`config.mk`:
```
export PLATFORM = sky130hd
export DESIGN_NAME = dma_arbiter_flat
export DESIGN_NICKNAME = d
export VERILOG_FILES = /design/src/rtl/dma_arbiter_if.sv /design/src/rtl/dma_arbiter.sv /design/src/flat_wrapper.sv
export SDC_FILE = /design/constraint.sdc
export NUM_CORES = 1
export LEC_CHECK = 0
export BUFFER_PORTS_ARGS = -buffer_cell sky130_fd_sc_hd__buf_2
export CAP_MARGIN = 20
export CORE_AREA = 2 2 124 126
export CTS_BUF_LIST = sky130_fd_sc_hd__clkbuf_8 sky130_fd_sc_hd__clkbuf_16
export DETAILED_ROUTE_END_ITERATION = 6
export DIE_AREA = 0 0 126 128
export GPL_TIMING_DRIVEN = 0
export PLACE_DENSITY_LB_ADDON = 0.08
export SLEW_MARGIN = 20
export SYNTH_ARGS = -nofsm -noshare
export SYNTH_HDL_FRONTEND = slang
export SYNTH_SLANG_ARGS = --single-unit
export TNS_END_PERCENT = 20
```
`constraint.sdc`:
```
create_clock -name clk -period 3.38 [get_ports clk]
set_clock_uncertainty 0.2 [all_clocks]
set_input_delay 0.507 -clock clk [delete_from_list [all_inputs] [get_ports clk]]
set_output_delay 0.507 -clock clk [all_outputs]
set_load 0.05 [all_outputs]
```
`src/rtl/dma_arbiter_if.sv`:
```
// Bundle of device-side and controller-side signals around the DMA arbiter.
interface dma_arbiter_if #(
  parameter int unsigned N_DEV    = 4,
  parameter int unsigned ADD_LEN  = 16,
  parameter int unsigned DATA_LEN = 16
);
  // Device side
  logic [N_DEV-1:0]               dev_rqst;
  logic [N_DEV-1:0]               dev_enable;
  logic [N_DEV-1:0]               dev_rd_wr;
  logic [N_DEV*ADD_LEN-1:0]       dev_num_words;
  logic [N_DEV*(ADD_LEN+1)-1:0]   dev_start_addr;
  logic [N_DEV-1:0]               dev_ack_in;
  logic [N_DEV*DATA_LEN-1:0]      dev_data_in;
  logic [N_DEV-1:0]               dev_grant;
  logic [N_DEV-1:0]               dev_dma_ack;
  logic [N_DEV-1:0]               dev_end;
  logic [DATA_LEN-1:0]            dev_data_out;
  // Controller side
  logic                           ctrl_rqst;
  logic                           ctrl_rd_wr;
  logic [ADD_LEN-1:0]             ctrl_num_words;
  logic [ADD_LEN:0]               ctrl_start_addr;
  logic                           ctrl_dev_ack;
  logic [DATA_LEN-1:0]            ctrl_dev_in;
  logic                           ctrl_dma_ack;
  logic                           ctrl_end_flag;
  logic [DATA_LEN-1:0]            ctrl_dev_out;
  // Status
  logic                           busy;
  logic [2:0]                     cur_dev;

  // Arbiter view
  modport slave (
    input  dev_rqst, dev_enable, dev_rd_wr, dev_num_words, dev_start_addr,
           dev_ack_in, dev_data_in, ctrl_dma_ack, ctrl_end_flag, ctrl_dev_out,
    output dev_grant, dev_dma_ack, dev_end, dev_data_out, ctrl_rqst, ctrl_rd_wr,
           ctrl_num_words, ctrl_start_addr, ctrl_dev_ack, ctrl_dev_in, busy, cur_dev
  );

  // Environment view (devices plus controller)
  modport master (
    output dev_rqst, dev_enable, dev_rd_wr, dev_num_words, dev_start_addr,
           dev_ack_in, dev_data_in, ctrl_dma_ack, ctrl_end_flag, ctrl_dev_out,
    input  dev_grant, dev_dma_ack, dev_end, dev_data_out, ctrl_rqst, ctrl_rd_wr,
           ctrl_num_words, ctrl_start_addr, ctrl_dev_ack, ctrl_dev_in, busy, cur_dev
  );
endinterface

```
`src/rtl/dma_arbiter.sv`:
```
// Round-robin arbiter multiplexing N_DEV DMA requesters onto one DMA controller.
module dma_arbiter #(
  parameter int unsigned N_DEV    = 4,
  parameter int unsigned ADD_LEN  = 16,
  parameter int unsigned DATA_LEN = 16
) (
  input logic           clk,
  input logic           reset,
  dma_arbiter_if.slave  bus
);

  typedef enum logic [1:0] {StIdle, StGrant, StBusy, StRelease} state_e;

  state_e             state_q, state_d;
  logic [2:0]         ptr_q, ptr_d;
  logic [2:0]         cur_dev_q, cur_dev_d;
  logic [N_DEV-1:0]   grant_q, grant_d;
  logic               rd_wr_q, rd_wr_d;
  logic [ADD_LEN-1:0] num_words_q, num_words_d;
  logic [ADD_LEN:0]   start_addr_q, start_addr_d;

  logic [N_DEV-1:0]    eligible;
  logic                sel_found;
  logic [2:0]          sel_idx;
  logic                in_busy;
  logic                ack_sel;
  logic [DATA_LEN-1:0] data_sel;

  assign eligible = bus.dev_rqst & bus.dev_enable;
  assign in_busy  = (state_q == StBusy);

  // First eligible device at or above ptr, else wrap to the lowest eligible one
  always_comb begin
    sel_found = 1'b0;
    sel_idx   = '0;
    for (int i = 0; i < int'(N_DEV); i++) begin
      if (!sel_found && eligible[i] && (3'(i) >= ptr_q)) begin
        sel_found = 1'b1;
        sel_idx   = 3'(i);
      end
    end
    for (int i = 0; i < int'(N_DEV); i++) begin
      if (!sel_found && eligible[i]) begin
        sel_found = 1'b1;
        sel_idx   = 3'(i);
      end
    end
  end

  // Next-state logic; descriptor is captured only at the selection edge
  always_comb begin
    state_d      = state_q;
    ptr_d        = ptr_q;
    cur_dev_d    = cur_dev_q;
    grant_d      = grant_q;
    rd_wr_d      = rd_wr_q;
    num_words_d  = num_words_q;
    start_addr_d = start_addr_q;
    unique case (state_q)
      StIdle: begin
        if (sel_found) begin
          state_d   = StGrant;
          cur_dev_d = sel_idx;
          grant_d   = '0;
          for (int i = 0; i < int'(N_DEV); i++) begin
            if (3'(i) == sel_idx) begin
              grant_d[i]   = 1'b1;
              rd_wr_d      = bus.dev_rd_wr[i];
              num_words_d  = bus.dev_num_words[i*ADD_LEN +: ADD_LEN];
              start_addr_d = bus.dev_start_addr[i*(ADD_LEN+1) +: ADD_LEN+1];
            end
          end
        end
      end
      StGrant: state_d = StBusy;
      StBusy: begin
        if (bus.ctrl_end_flag) state_d = StRelease;
      end
      StRelease: begin
        state_d = StIdle;
        grant_d = '0;
        ptr_d   = (cur_dev_q == 3'(N_DEV - 1)) ? 3'd0 : cur_dev_q + 3'd1;
      end
      default: state_d = StIdle;
    endcase
  end

  // State and descriptor registers
  always_ff @(posedge clk or negedge reset) begin
    if (!reset) begin
      state_q      <= StIdle;
      ptr_q        <= '0;
      cur_dev_q    <= '0;
      grant_q      <= '0;
      rd_wr_q      <= 1'b0;
      num_words_q  <= '0;
      start_addr_q <= '0;
    end else begin
      state_q      <= state_d;
      ptr_q        <= ptr_d;
      cur_dev_q    <= cur_dev_d;
      grant_q      <= grant_d;
      rd_wr_q      <= rd_wr_d;
      num_words_q  <= num_words_d;
      start_addr_q <= start_addr_d;
    end
  end

  // Pick the granted device's handshake and write data
  always_comb begin
    ack_sel  = 1'b0;
    data_sel = '0;
    for (int i = 0; i < int'(N_DEV); i++) begin
      if (3'(i) == cur_dev_q) begin
        ack_sel  = bus.dev_ack_in[i];
        data_sel = bus.dev_data_in[i*DATA_LEN +: DATA_LEN];
      end
    end
  end

  // Routing is gated by BUSY so stray controller strobes never reach a device
  assign bus.ctrl_rqst       = (state_q == StGrant);
  assign bus.busy            = (state_q != StIdle);
  assign bus.cur_dev         = cur_dev_q;
  assign bus.dev_grant       = grant_q;
  assign bus.ctrl_rd_wr      = rd_wr_q;
  assign bus.ctrl_num_words  = num_words_q;
  assign bus.ctrl_start_addr = start_addr_q;
  assign bus.ctrl_dev_ack    = in_busy & ack_sel;
  assign bus.ctrl_dev_in     = in_busy ? data_sel : '0;
  assign bus.dev_dma_ack     = {N_DEV{in_busy & bus.ctrl_dma_ack}} & grant_q;
  assign bus.dev_end         = {N_DEV{in_busy & bus.ctrl_end_flag}} & grant_q;
  assign bus.dev_data_out    = in_busy ? bus.ctrl_dev_out : '0;

endmodule

```
`src/flat_wrapper.sv`:
```
// flat-port wrapper written by rule: the top's interface ports become plain ports
module dma_arbiter_flat 
#(
  parameter int unsigned N_DEV    = 4,
  parameter int unsigned ADD_LEN  = 16,
  parameter int unsigned DATA_LEN = 16
)
  (clk, reset, bus_dev_rqst, bus_dev_enable, bus_dev_rd_wr, bus_dev_num_words, bus_dev_start_addr, bus_dev_ack_in, bus_dev_data_in, bus_ctrl_dma_ack, bus_ctrl_end_flag, bus_ctrl_dev_out, bus_dev_grant, bus_dev_dma_ack, bus_dev_end, bus_dev_data_out, bus_ctrl_rqst, bus_ctrl_rd_wr, bus_ctrl_num_words, bus_ctrl_start_addr, bus_ctrl_dev_ack, bus_ctrl_dev_in, bus_busy, bus_cur_dev);
  dma_arbiter_if #(.N_DEV(N_DEV), .ADD_LEN(ADD_LEN), .DATA_LEN(DATA_LEN)) bus_i ();
  input logic clk;
  input logic reset;
  input wire logic [$bits(bus_i.dev_rqst)-1:0] bus_dev_rqst;
  input wire logic [$bits(bus_i.dev_enable)-1:0] bus_dev_enable;
  input wire logic [$bits(bus_i.dev_rd_wr)-1:0] bus_dev_rd_wr;
  input wire logic [$bits(bus_i.dev_num_words)-1:0] bus_dev_num_words;
  input wire logic [$bits(bus_i.dev_start_addr)-1:0] bus_dev_start_addr;
  input wire logic [$bits(bus_i.dev_ack_in)-1:0] bus_dev_ack_in;
  input wire logic [$bits(bus_i.dev_data_in)-1:0] bus_dev_data_in;
  input wire logic [$bits(bus_i.ctrl_dma_ack)-1:0] bus_ctrl_dma_ack;
  input wire logic [$bits(bus_i.ctrl_end_flag)-1:0] bus_ctrl_end_flag;
  input wire logic [$bits(bus_i.ctrl_dev_out)-1:0] bus_ctrl_dev_out;
  output wire logic [$bits(bus_i.dev_grant)-1:0] bus_dev_grant;
  output wire logic [$bits(bus_i.dev_dma_ack)-1:0] bus_dev_dma_ack;
  output wire logic [$bits(bus_i.dev_end)-1:0] bus_dev_end;
  output wire logic [$bits(bus_i.dev_data_out)-1:0] bus_dev_data_out;
  output wire logic [$bits(bus_i.ctrl_rqst)-1:0] bus_ctrl_rqst;
  output wire logic [$bits(bus_i.ctrl_rd_wr)-1:0] bus_ctrl_rd_wr;
  output wire logic [$bits(bus_i.ctrl_num_words)-1:0] bus_ctrl_num_words;
  output wire logic [$bits(bus_i.ctrl_start_addr)-1:0] bus_ctrl_start_addr;
  output wire logic [$bits(bus_i.ctrl_dev_ack)-1:0] bus_ctrl_dev_ack;
  output wire logic [$bits(bus_i.ctrl_dev_in)-1:0] bus_ctrl_dev_in;
  output wire logic [$bits(bus_i.busy)-1:0] bus_busy;
  output wire logic [$bits(bus_i.cur_dev)-1:0] bus_cur_dev;
  assign bus_i.dev_rqst = bus_dev_rqst;
  assign bus_i.dev_enable = bus_dev_enable;
  assign bus_i.dev_rd_wr = bus_dev_rd_wr;
  assign bus_i.dev_num_words = bus_dev_num_words;
  assign bus_i.dev_start_addr = bus_dev_start_addr;
  assign bus_i.dev_ack_in = bus_dev_ack_in;
  assign bus_i.dev_data_in = bus_dev_data_in;
  assign bus_i.ctrl_dma_ack = bus_ctrl_dma_ack;
  assign bus_i.ctrl_end_flag = bus_ctrl_end_flag;
  assign bus_i.ctrl_dev_out = bus_ctrl_dev_out;
  assign bus_dev_grant = bus_i.dev_grant;
  assign bus_dev_dma_ack = bus_i.dev_dma_ack;
  assign bus_dev_end = bus_i.dev_end;
  assign bus_dev_data_out = bus_i.dev_data_out;
  assign bus_ctrl_rqst = bus_i.ctrl_rqst;
  assign bus_ctrl_rd_wr = bus_i.ctrl_rd_wr;
  assign bus_ctrl_num_words = bus_i.ctrl_num_words;
  assign bus_ctrl_start_addr = bus_i.ctrl_start_addr;
  assign bus_ctrl_dev_ack = bus_i.ctrl_dev_ack;
  assign bus_ctrl_dev_in = bus_i.ctrl_dev_in;
  assign bus_busy = bus_i.busy;
  assign bus_cur_dev = bus_i.cur_dev;
  dma_arbiter #(.N_DEV(N_DEV), .ADD_LEN(ADD_LEN), .DATA_LEN(DATA_LEN)) u_core (.clk(clk), .reset(reset), .bus(bus_i));
endmodule
```
==> reports/qor.csv, run 1 <==
metric,value,unit
drive_gt1_share,45.03,%
synth-simple-area-share,26.16,%
min_period_over_period,94.24,%
worstHoldStart,u_core.bus.ctrl_num_words[4],
worst_r2r_endpoint,u_core.bus.ctrl_start_addr[10],
synth_top_area_share,30.25,%
grt_overflow,0,
hold_path_depth,2,
fmax,313.9,MHz
die_w,126,µm
peakVddDrop,0.3764,mV
yosys_warnings,0,
synth_async_sr_flop_share,100.0,%
path_class,reg -> out,
first_pass_iters,4,
reg2reg_depth,7,
cts_tree,built,
dr.max_layer_used,met4,
hp-class,reg -> reg,
route.met3.wl,1.670,mm
die_area,0.01613,mm²
slew_viol_final,0,
crit_chain,ha_1 -> clkbuf_2 -> nor2b_1 -> clkbuf_2 -> clkbuf_4 -> a221oi_1 -> nor3_1 -> a21oi_1 -> nor2b_1 -> buf_2,
fillers,1622,
setup_viol,0,
endpoint_kind,primary output,
syn-instance-count,452,
synth_nets,693,
required,2.67,ns
yosysUniqueCellTypes,40,
p_leak,2.946,nW
wl_per_cell,17.14,µm
drt_iter0_drc,151,
min_period,3.185,ns
drv_cap,0,
ys_seq_area_share,30.25,%
dp_cells,955,
ff_latch_area,0.001102,mm²
hold_end,u_core.bus.ctrl_num_words[4],
yosys_most_used_dff,dfrtp_1,
cts_root_buffer,clkbuf_16,
critPathMaxStageDelay,0.46,ns
synth_fa_ha_area_share,3.094,%
cts_sinks,44,
synth_top_family_by_area,compound AO/OA/AOI/OAI gates,
muxShareOfSynthArea,0.6188,%
postRouteAntennaNets,0,
core_area,0.01486,mm²
grt_pass1_wl,25.50,mm
outcome,completed,
rsz0062_at_grt,false,
antenna_found_initial,0,
r2r_setup_slack,0.98,ns
synth.top_cells.by_area,"dfrtp_1 (30%), a221oi_1 (12%), o31ai_1 (7.4%)",
synth-seq-cells,44,
clock_latency,0.29,ns
clockBufferDepth,2,
fin_nets,1016,
gp_congestion,0.8668,
routed_wl,16.51,mm
hold_viol,0,
dr_wl_met2,8.353,mm
grt_max_degree,26,
reg2reg_from,u_core.ptr_q[1],
met1_length,6.241,mm
synth_compound_area_share,32.55,%
tightest_slew,0.5884,ns
synth_top_area_cell,dfrtp_1,
n_antenna_cell,0,
vias,4854,
avgSynthCellArea,8.053,µm²
crit_path_start_kind,flop,
cp.arrival,2.48,ns
synth-xor-area-share,0,%
whs,0.2715,ns
track_usage,19.58,%
initial_core_util,24.49,%
htree_levels,2,
utilization,37.88,%
grt_pass1_vias,4968,
finalNonFillerCells,963,
io_pins,316,
cts_buffers,5,
syn_to_final_growth,54.69,%
relSlewSlack,60.77,%
path_max_fanout,10,
io_buffers,314,
place_hpwl,13.29,mm
synth_edf_count,0,
p_per_area,937.0,mW/mm²
clk_pin_slew,0.07,ns
viasPerCell,5.040,
synth_area,0.003640,mm²
drc,0,
multi_input_area,0.002281,mm²
die_h,128,µm
rows,45,
critical-path-slowest-cell,dfrtp_1,
==> cell families after synthesis <==
kind of cell,after synthesis
adder cells (fa/ha/maj),9
buffers and inverters,60
other,1
AND/OR/NAND/NOR,172
flip-flops,44
multiplexers,2
AO/OA/AOI/OAI,164
==> Yosys cell counts (2+ instances only) <==
library cell	count
nor3_1	16
a21oi_1	24
inv_1	7
nor2_1	3
buf_6	2
o21ai_0	7
dfrtp_1	44
nor2b_1	35
buf_2	12
nand2_1	48
o31ai_1	36
a31oi_1	3
and3_1	43
o22ai_1	34
a221oi_1	50
and2_1	17
nand2b_1	2
ha_1	9
mux2_2	2
buf_4	2
clkbuf_1	37
==> worst max-delay path by stage <==
stage                          startpoint             endpoint  depth (start not counted)
CTS                 u_core.bus.cur_dev[0]  bus_ctrl_dev_in[14]                         10
finish              u_core.bus.cur_dev[0]   bus_ctrl_dev_in[1]                         10
global route        u_core.bus.cur_dev[0]   bus_ctrl_dev_in[0]                         10
detailed placement  u_core.bus.cur_dev[0]  bus_ctrl_dev_in[14]                         10
floorplan           u_core.bus.cur_dev[1]   bus_ctrl_dev_in[0]                         10
global placement    u_core.bus.cur_dev[0]  bus_ctrl_dev_in[14]                         10
==> power breakdown <==
group          internal [W]  switching, W  leakage, nW  total, W
Clock              0.000266      0.000213       0.0709  0.000480
Combinational       0.00112       0.00271         2.33   0.00384
Sequential         0.000792      0.000169        0.541  0.000961
==> cells in the final DEF (no fill, tap or decap), drive strengths merged, types with 8 or more instances in the layout <==
master / instances
nor3: 16
nand2: 48
buf: 329
and2: 17
nor2b: 35
o31ai: 36
inv: 8
dfrtp: 44
a21oi: 24
clkbuf: 44
ha: 9
a221oi: 50
o22ai: 34
and3: 44
o21ai: 8
==> layout make-up <==
type	count	area share, %
inverter	7	0.4667
multi-input combinational	348	40.51
clock buffer	5	2.222
clock inverter	2	0.1556
timing repair buffer	316	28.58
sequential	44	19.58
tap	188	4.178
buffer	53	4.311
==> sequential cells by signal (all words and copies together) (netlist names) <==
register,count
u_core.bus.dev_grant,4
u_core.ptr_q,2
u_core.bus.ctrl_rd_wr,1
u_core.bus.ctrl_num_words,16
u_core.bus.cur_dev,2
u_core.bus.ctrl_start_addr,17
u_core.state_q,2
==> stage by stage <==
stage	instance area (µm²)	setup slack (ns)	setup TNS [ns]	total power (W)
global placement	5451	0.08938	0	0.004777
detailed placement	5472	0.08428	0	0.004811
floorplan	3645	-0.09718	-0.7769	0.003774
finish	5630	0.1946	0	0.005276
CTS	5619	0.09287	0	0.005315
global route	5630	0.008466	0	0.005650
==> critical path, delay by kind of cell (launching register included) <==
family | cells | cell delay, ns
flip-flops | 1 | 0.46
adder cells (fa/ha/maj) | 1 | 0.23
AO/OA/AOI/OAI | 2 | 0.15
AND/OR/NAND/NOR | 3 | 0.46
buffers and inverters | 4 | 0.88
==> routing by layer <==
metal | GRT usage (%) | vias up
li1 | - | 2377
met1 | 21.69 | 2213
met2 | 36.40 | 249
met3 | 5.718 | 15
met4 | 5.430 | 0
met5 | 0 | -
==> timing repair <==
item / 4_1_cts / 5_1_grt
hold endpoints to repair: 13 / 0
resized for setup: 3 / 7
hold buffers: 1 / 0
setup endpoints to repair: 10 / 8
cloned: 0 / 0
setup buffers: 0 / 0
Power figures use the tool's default switching activity.
==> run 2: changes to the inputs <==
--- a/config.mk
+++ b/config.mk
@@ -5,12 +5,13 @@
 export SDC_FILE = /design/constraint.sdc
 export NUM_CORES = 1
 export LEC_CHECK = 0
+export ABC_AREA = 1
 export BUFFER_PORTS_ARGS = -buffer_cell sky130_fd_sc_hd__buf_2
 export CAP_MARGIN = 20
-export CORE_AREA = 2 2 124 126
+export CORE_AREA = 2 2 121 123
 export CTS_BUF_LIST = sky130_fd_sc_hd__clkbuf_8 sky130_fd_sc_hd__clkbuf_16
 export DETAILED_ROUTE_END_ITERATION = 6
-export DIE_AREA = 0 0 126 128
+export DIE_AREA = 0 0 123 125
 export GPL_TIMING_DRIVEN = 0
 export PLACE_DENSITY_LB_ADDON = 0.08
 export SLEW_MARGIN = 20
==> reports/qor.csv, run 2 <==
metric,value,unit
worst_slack,0.1960,ns
path_class,reg -> out,
crit_path_start_kind,flop,
path_max_fanout,10,
startpoint,u_core.bus.cur_dev[1],
tns,0,ns
grt_overflow,0,
grt_pass1_wl,26.67,mm
drc,0,
synth_common_cells,"nand2_1 (204), nor2_1 (114), inv_1 (98)",
min_period,3.184,ns
io_pins,316,
routed_wl,17.23,mm
fmax,314.1,MHz
synth_top_area_share,26.64,%
hold_viol,0,
track_usage,21.89,%
die_w,123,µm
fillers,1684,
required,2.67,ns
synth.top_cells.by_area,"dfrtp_1 (27%), nand2_1 (19%), nor2_1 (10%)",
die_h,125,µm
finalNonFillerCells,1225,
yosys_warnings,0,
cts_tree,built,
synth_edf_count,0,
drt_iter0_drc,184,
yosys_most_used_dff,dfrtp_1,
hp-class,in -> async,
slew_viol_final,0,
clockBufferDepth,2,
clk_pin_slew,0.06,ns
dp_cells,1217,
reg2reg_from,u_core.ptr_q[1],
dpl_worst_slack,0.3382,ns
cts_sinks,44,
final_common_cell,buf_2,
antenna_found_initial,1,
place_area,0.005934,mm²
place_hpwl,13.91,mm
p_per_area,896.3,mW/mm²
initial_core_util,29.10,%
relSlewSlack,60.39,%
synth_async_sr_flop_share,100.0,%
grt_max_degree,45,
reg2reg_depth,11,
syn_to_final_growth,47.29,%
fin_nets,1279,
tightest_slew,0.5941,ns
largest_reg_flops,17,
vias,5537,
min_period_over_period,94.20,%
rows,44,
ys_seq_area_share,26.64,%
setup_viol,0,
endpoint_kind,primary output,
final_cell_mix,"buf_2 (324), nand2_1 (204), nor2_1 (114)",
htree_levels,2,
io_buffers,314,
synth_nets,960,
yosysUniqueCellTypes,24,
drv_cap,0,
synth_top_area_cell,dfrtp_1,
synth-seq-cells,44,
wl_per_cell,14.06,µm
yosysMostFrequentCell,nand2_1,
utilization,42.86,%
cts_buffers,5,
outcome,completed,
die_area,0.01538,mm²
cp.arrival,2.48,ns
cts_root_buffer,clkbuf_16,
design_area,0.006087,mm²
postRouteAntennaNets,0,
clock_latency,0.29,ns
first_pass_iters,5,
p_leak,3.846,nW
syn-instance-count,719,
drive_gt1_share,34.74,%
avgSynthCellArea,5.748,µm²
grt_pass1_vias,5385,
synth_area,0.004133,mm²
rsz0062_at_grt,false,
peakVddDrop,0.3110,mV
core_area,0.01420,mm²
viasPerCell,4.520,
gp_congestion,0.8058,
## run 2: power breakdown
group          switching [W]  leakage [nW]  internal, W
combinational        0.00297          3.22      0.00105
sequential          0.000144         0.548     0.000783
clock               0.000212        0.0743     0.000292
total                0.00333          3.85      0.00213
## run 2: repair_timing
item	4_1_cts	5_1_grt
hold buffers	0	0
buffers inserted	0	0
gates resized for setup	0	4
setup endpoints to repair	0	10
## run 2: critical path, stage by stage, from the launching register on
cell,delay (ns)
dfrtp_1,0.43
inv_1,0.10
ha_1,0.13
buf_2,0.20
clkbuf_1,0.42
a21oi_1,0.08
o31ai_1,0.30
o21ai_0,0.14
nor2_1,0.12
buf_2,0.28
## run 2: area by class of cell
class / count / area, µm² / area share (%)
timing repair buffer: 314 / 1574 / 25.86
clock inverter: 2 / 11.26 / 0.1850
multi-input combinational: 526 / 2402 / 39.47
clock buffer: 6 / 138.9 / 2.282
tap: 184 / 230.2 / 3.782
buffer: 43 / 234.0 / 3.844
sequential: 44 / 1101 / 18.09
antenna: 2 / 5.005 / 0.08222
inverter: 104 / 390.4 / 6.413
## run 2: final timing paths
check                                                 endpoint  slack, ns
worst max-delay path                       bus_ctrl_dev_in[13]       0.20
worst min-delay path             u_core.bus.ctrl_start_addr[3]       0.01
worst max register to register    u_core.bus.ctrl_num_words[7]       1.27
worst min register to register  u_core.bus.ctrl_start_addr[15]       0.27
max in group asynchronous         u_core.bus.ctrl_num_words[9]       2.55
min in group clk                u_core.bus.ctrl_start_addr[15]       0.27
## run 2: logic make-up after synthesis
| logic type | after synthesis | share of synthesized area, % |
|---|---|---|
| and+or+nand+nor | 402 | 40.27 |
| buffers and inverters | 149 | 15.23 |
| AOI/OAI and AO/OA | 114 | 15.05 |
| DFF | 44 | 26.64 |
| adders and majority gates | 9 | 2.725 |
| other | 1 | 0.09074 |
## run 2: layer usage
metal | vias to the layer above | track usage (%) | part of all wire (%)
met4 | 0 | 5.481 | 1.6
met2 | 220 | 41.99 | 52
met3 | 16 | 5.201 | 9.3
li1 | 2874 | - | -
met1 | 2427 | 23.58 | 37
met5 | - | 0 | 0
## run 2: stage by stage
step                power (W)  hold slack [ns]
CTS                  0.005519           0.2396
global placement     0.004989           0.2577
global route         0.005903          0.07114
detailed placement   0.005000           0.2606
finish               0.005456          0.01146
floorplan            0.003917          0.01141
==> run 3: changes to the inputs <==
--- a/config.mk
+++ b/config.mk
@@ -8,10 +8,10 @@
 export ABC_AREA = 1
 export BUFFER_PORTS_ARGS = -buffer_cell sky130_fd_sc_hd__buf_2
 export CAP_MARGIN = 20
-export CORE_AREA = 2 2 121 123
+export CORE_AREA = 2 2 123 125
 export CTS_BUF_LIST = sky130_fd_sc_hd__clkbuf_8 sky130_fd_sc_hd__clkbuf_16
 export DETAILED_ROUTE_END_ITERATION = 6
-export DIE_AREA = 0 0 123 125
+export DIE_AREA = 0 0 125 127
 export GPL_TIMING_DRIVEN = 0
 export PLACE_DENSITY_LB_ADDON = 0.08
 export SLEW_MARGIN = 20
==> reports/qor.csv, run 3 (synthesized netlist as in run 2, its figures left out) <==
metric,value,unit
final_common_cell,buf_2,
drive_gt1_share,35.03,%
reg2reg_from,u_core.ptr_q[0],
p_per_area,899.6,mW/mm²
initial_core_util,28.65,%
outcome,completed,
critical-path-slowest-cell,dfrtp_1,
reg2reg_depth,10,
clk_pin_slew,0.07,ns
path_buf_inv,4,
grt.met1_usage,24.37,%
p_sw_share,61.12,%
min_period,3.113,ns
power_frac_comb,73.9,%
crit_chain,ha_1 -> clkbuf_1 -> inv_1 -> clkbuf_1 -> o21ai_0 -> nor2_1 -> buf_2,
drt_iter0_drc,180,
htree_levels,2,
rsz0062_at_grt,false,
place_hpwl,14.15,mm
cp-endpoint,bus_ctrl_dev_in[7],
core_area,0.01442,mm²
path_class,reg -> out,
drv_cap,0,
tightest_slew,0.6281,ns
cts_buffers,5,
io_pins,316,
use_met3,4.062,%
cts_root_buffer,clkbuf_16,
crit_path_start_kind,flop,
track_usage,21.48,%
cts_hold_buf,0,
startpoint,u_core.bus.cur_dev[0],
die_w,125,µm
cp.arrival,2.41,ns
postRouteAntennaNets,0,
path_max_fanout,10,
largest_reg_flops,17,
gp_congestion,0.8077,
r2r_setup_slack,1.24,ns
pwr-share-seq,16.9,%
critPathMaxStageDelay,0.45,ns
vias,5560,
antenna_found_initial,1,
p_switching,0.003346,W
p_leak,3.855,nW
fin_nets,1279,
place_area,0.005934,mm²
clock_latency,0.28,ns
required,2.67,ns
first_pass_iters,4,
endpoint_kind,primary output,
grt_overflow,0,
cts_sinks,44,
min_period_over_period,92.10,%
slew_viol_final,0,
clockBufferDepth,2,
worst_r2r_endpoint,u_core.bus.ctrl_start_addr[10],
dp_cells,1217,
rows,44,
p_int,0.002129,W
wl_per_cell,14.53,µm
cpLargestDelayFamily,buffers and inverters,
clkPwrFrac,9.2,%
report.power.total,0.005475,W
design_area,0.006086,mm²
syn_to_final_growth,47.26,%
cts_tree,built,
grt.met2_usage,40.03,%
hold_viol,0,
io_buffers,314,
grt_max_degree,45,
die_h,127,µm
routed_wl,17.78,mm
peakVddDrop,0.2859,mV
die_area,0.01588,mm²
crit_top_cell,clkbuf_1,
drc,0,
busiest_layer,met2,
setup_viol,0,
cp_num_cells,7,
grt_pass1_vias,5323,
fmax,321.2,MHz
tns,0,ns
final_cell_mix,"buf_2 (324), nand2_1 (204), nor2_1 (114)",
grt_pass1_wl,27.61,mm
relSlewSlack,58.12,%
finalNonFillerCells,1224,
viasPerCell,4.542,
hp-class,in -> async,
[run 3: cell count changes in the layout (fill, tap and decap cells not counted)]
cell,before,now
clkinv_2,0,2
diode_2,2,1
clkinvlp_4,1,0
clkbuf_2,2,4
inv_1,99,98
clkbuf_1,18,16
[run 3: per-layer routing]
layer | vias up | wire length (µm)
met5 | - | 0
met4 | 0 | 614
met3 | 34 | 1246
met2 | 229 | 8887
met1 | 2428 | 7032
li1 | 2869 | -
[run 3: worst min-delay path by stage]
stage	from	endpoint	slack, ns	depth (start not counted)
6_report	reset	u_core.bus.ctrl_start_addr[5]	0.03	1
5_1_grt	reset	u_core.bus.ctrl_start_addr[5]	0.08	1
4_1_cts	reset	u_core.bus.ctrl_start_addr[5]	0.27	1
3_5_place_dp	u_core.bus.ctrl_start_addr[14]	u_core.bus.ctrl_start_addr[14]	0.26	2
3_3_place_gp	u_core.bus.ctrl_start_addr[1]	u_core.bus.ctrl_start_addr[1]	0.26	2
2_1_floorplan	reset	u_core.bus.ctrl_num_words[0]	0.01	0
[run 3: cell type report]
type / instances / area, µm²
Timing Repair Buffer: 314 / 1574
Fill cell: 1693 / 8338
Multi-Input combinational cell: 526 / 2402
Antenna cell: 1 / 2.502
Clock buffer: 6 / 138.9
Buffer: 43 / 236.5
Clock inverter: 2 / 10.01
Inverter: 104 / 390.4
Tap cell: 184 / 230.2
Sequential cell: 44 / 1101
[run 3: power groups by stage]
stage	Combinational [W]	Sequential, W	Clock (W)
finish	0.00405	0.000924	0.000505
global route	0.00440	0.000960	0.000548
CTS	0.00408	0.000926	0.000524
detailed placement	0.00407	0.000929	0
global placement	0.00407	0.000932	0
floorplan	0.00221	0.00170	0
[run 3: repair_timing]
item | CTS | global route
setup buffers | 0 | 0
gates resized for setup | 0 | 8
setup endpoints to repair | 0 | 10
[run 3: worst reg2reg max path, delay by kind of cell, from the launching register on]
family,cells,cell delay [ns]
buffers and inverters,1,0.48
DFF,1,0.37
and+or+nand+nor,9,0.99
[run 3: per-stage QoR]
step	utilization, %	setup slack [ns]	hold slack, ns
global route	42.19	0.04944	0.08410
finish	42.19	0.2670	0.02534
global placement	41.14	0.3727	0.2584
detailed placement	41.14	0.3569	0.2602
floorplan	-	0.1401	0.01141
CTS	42.18	0.03266	0.2746
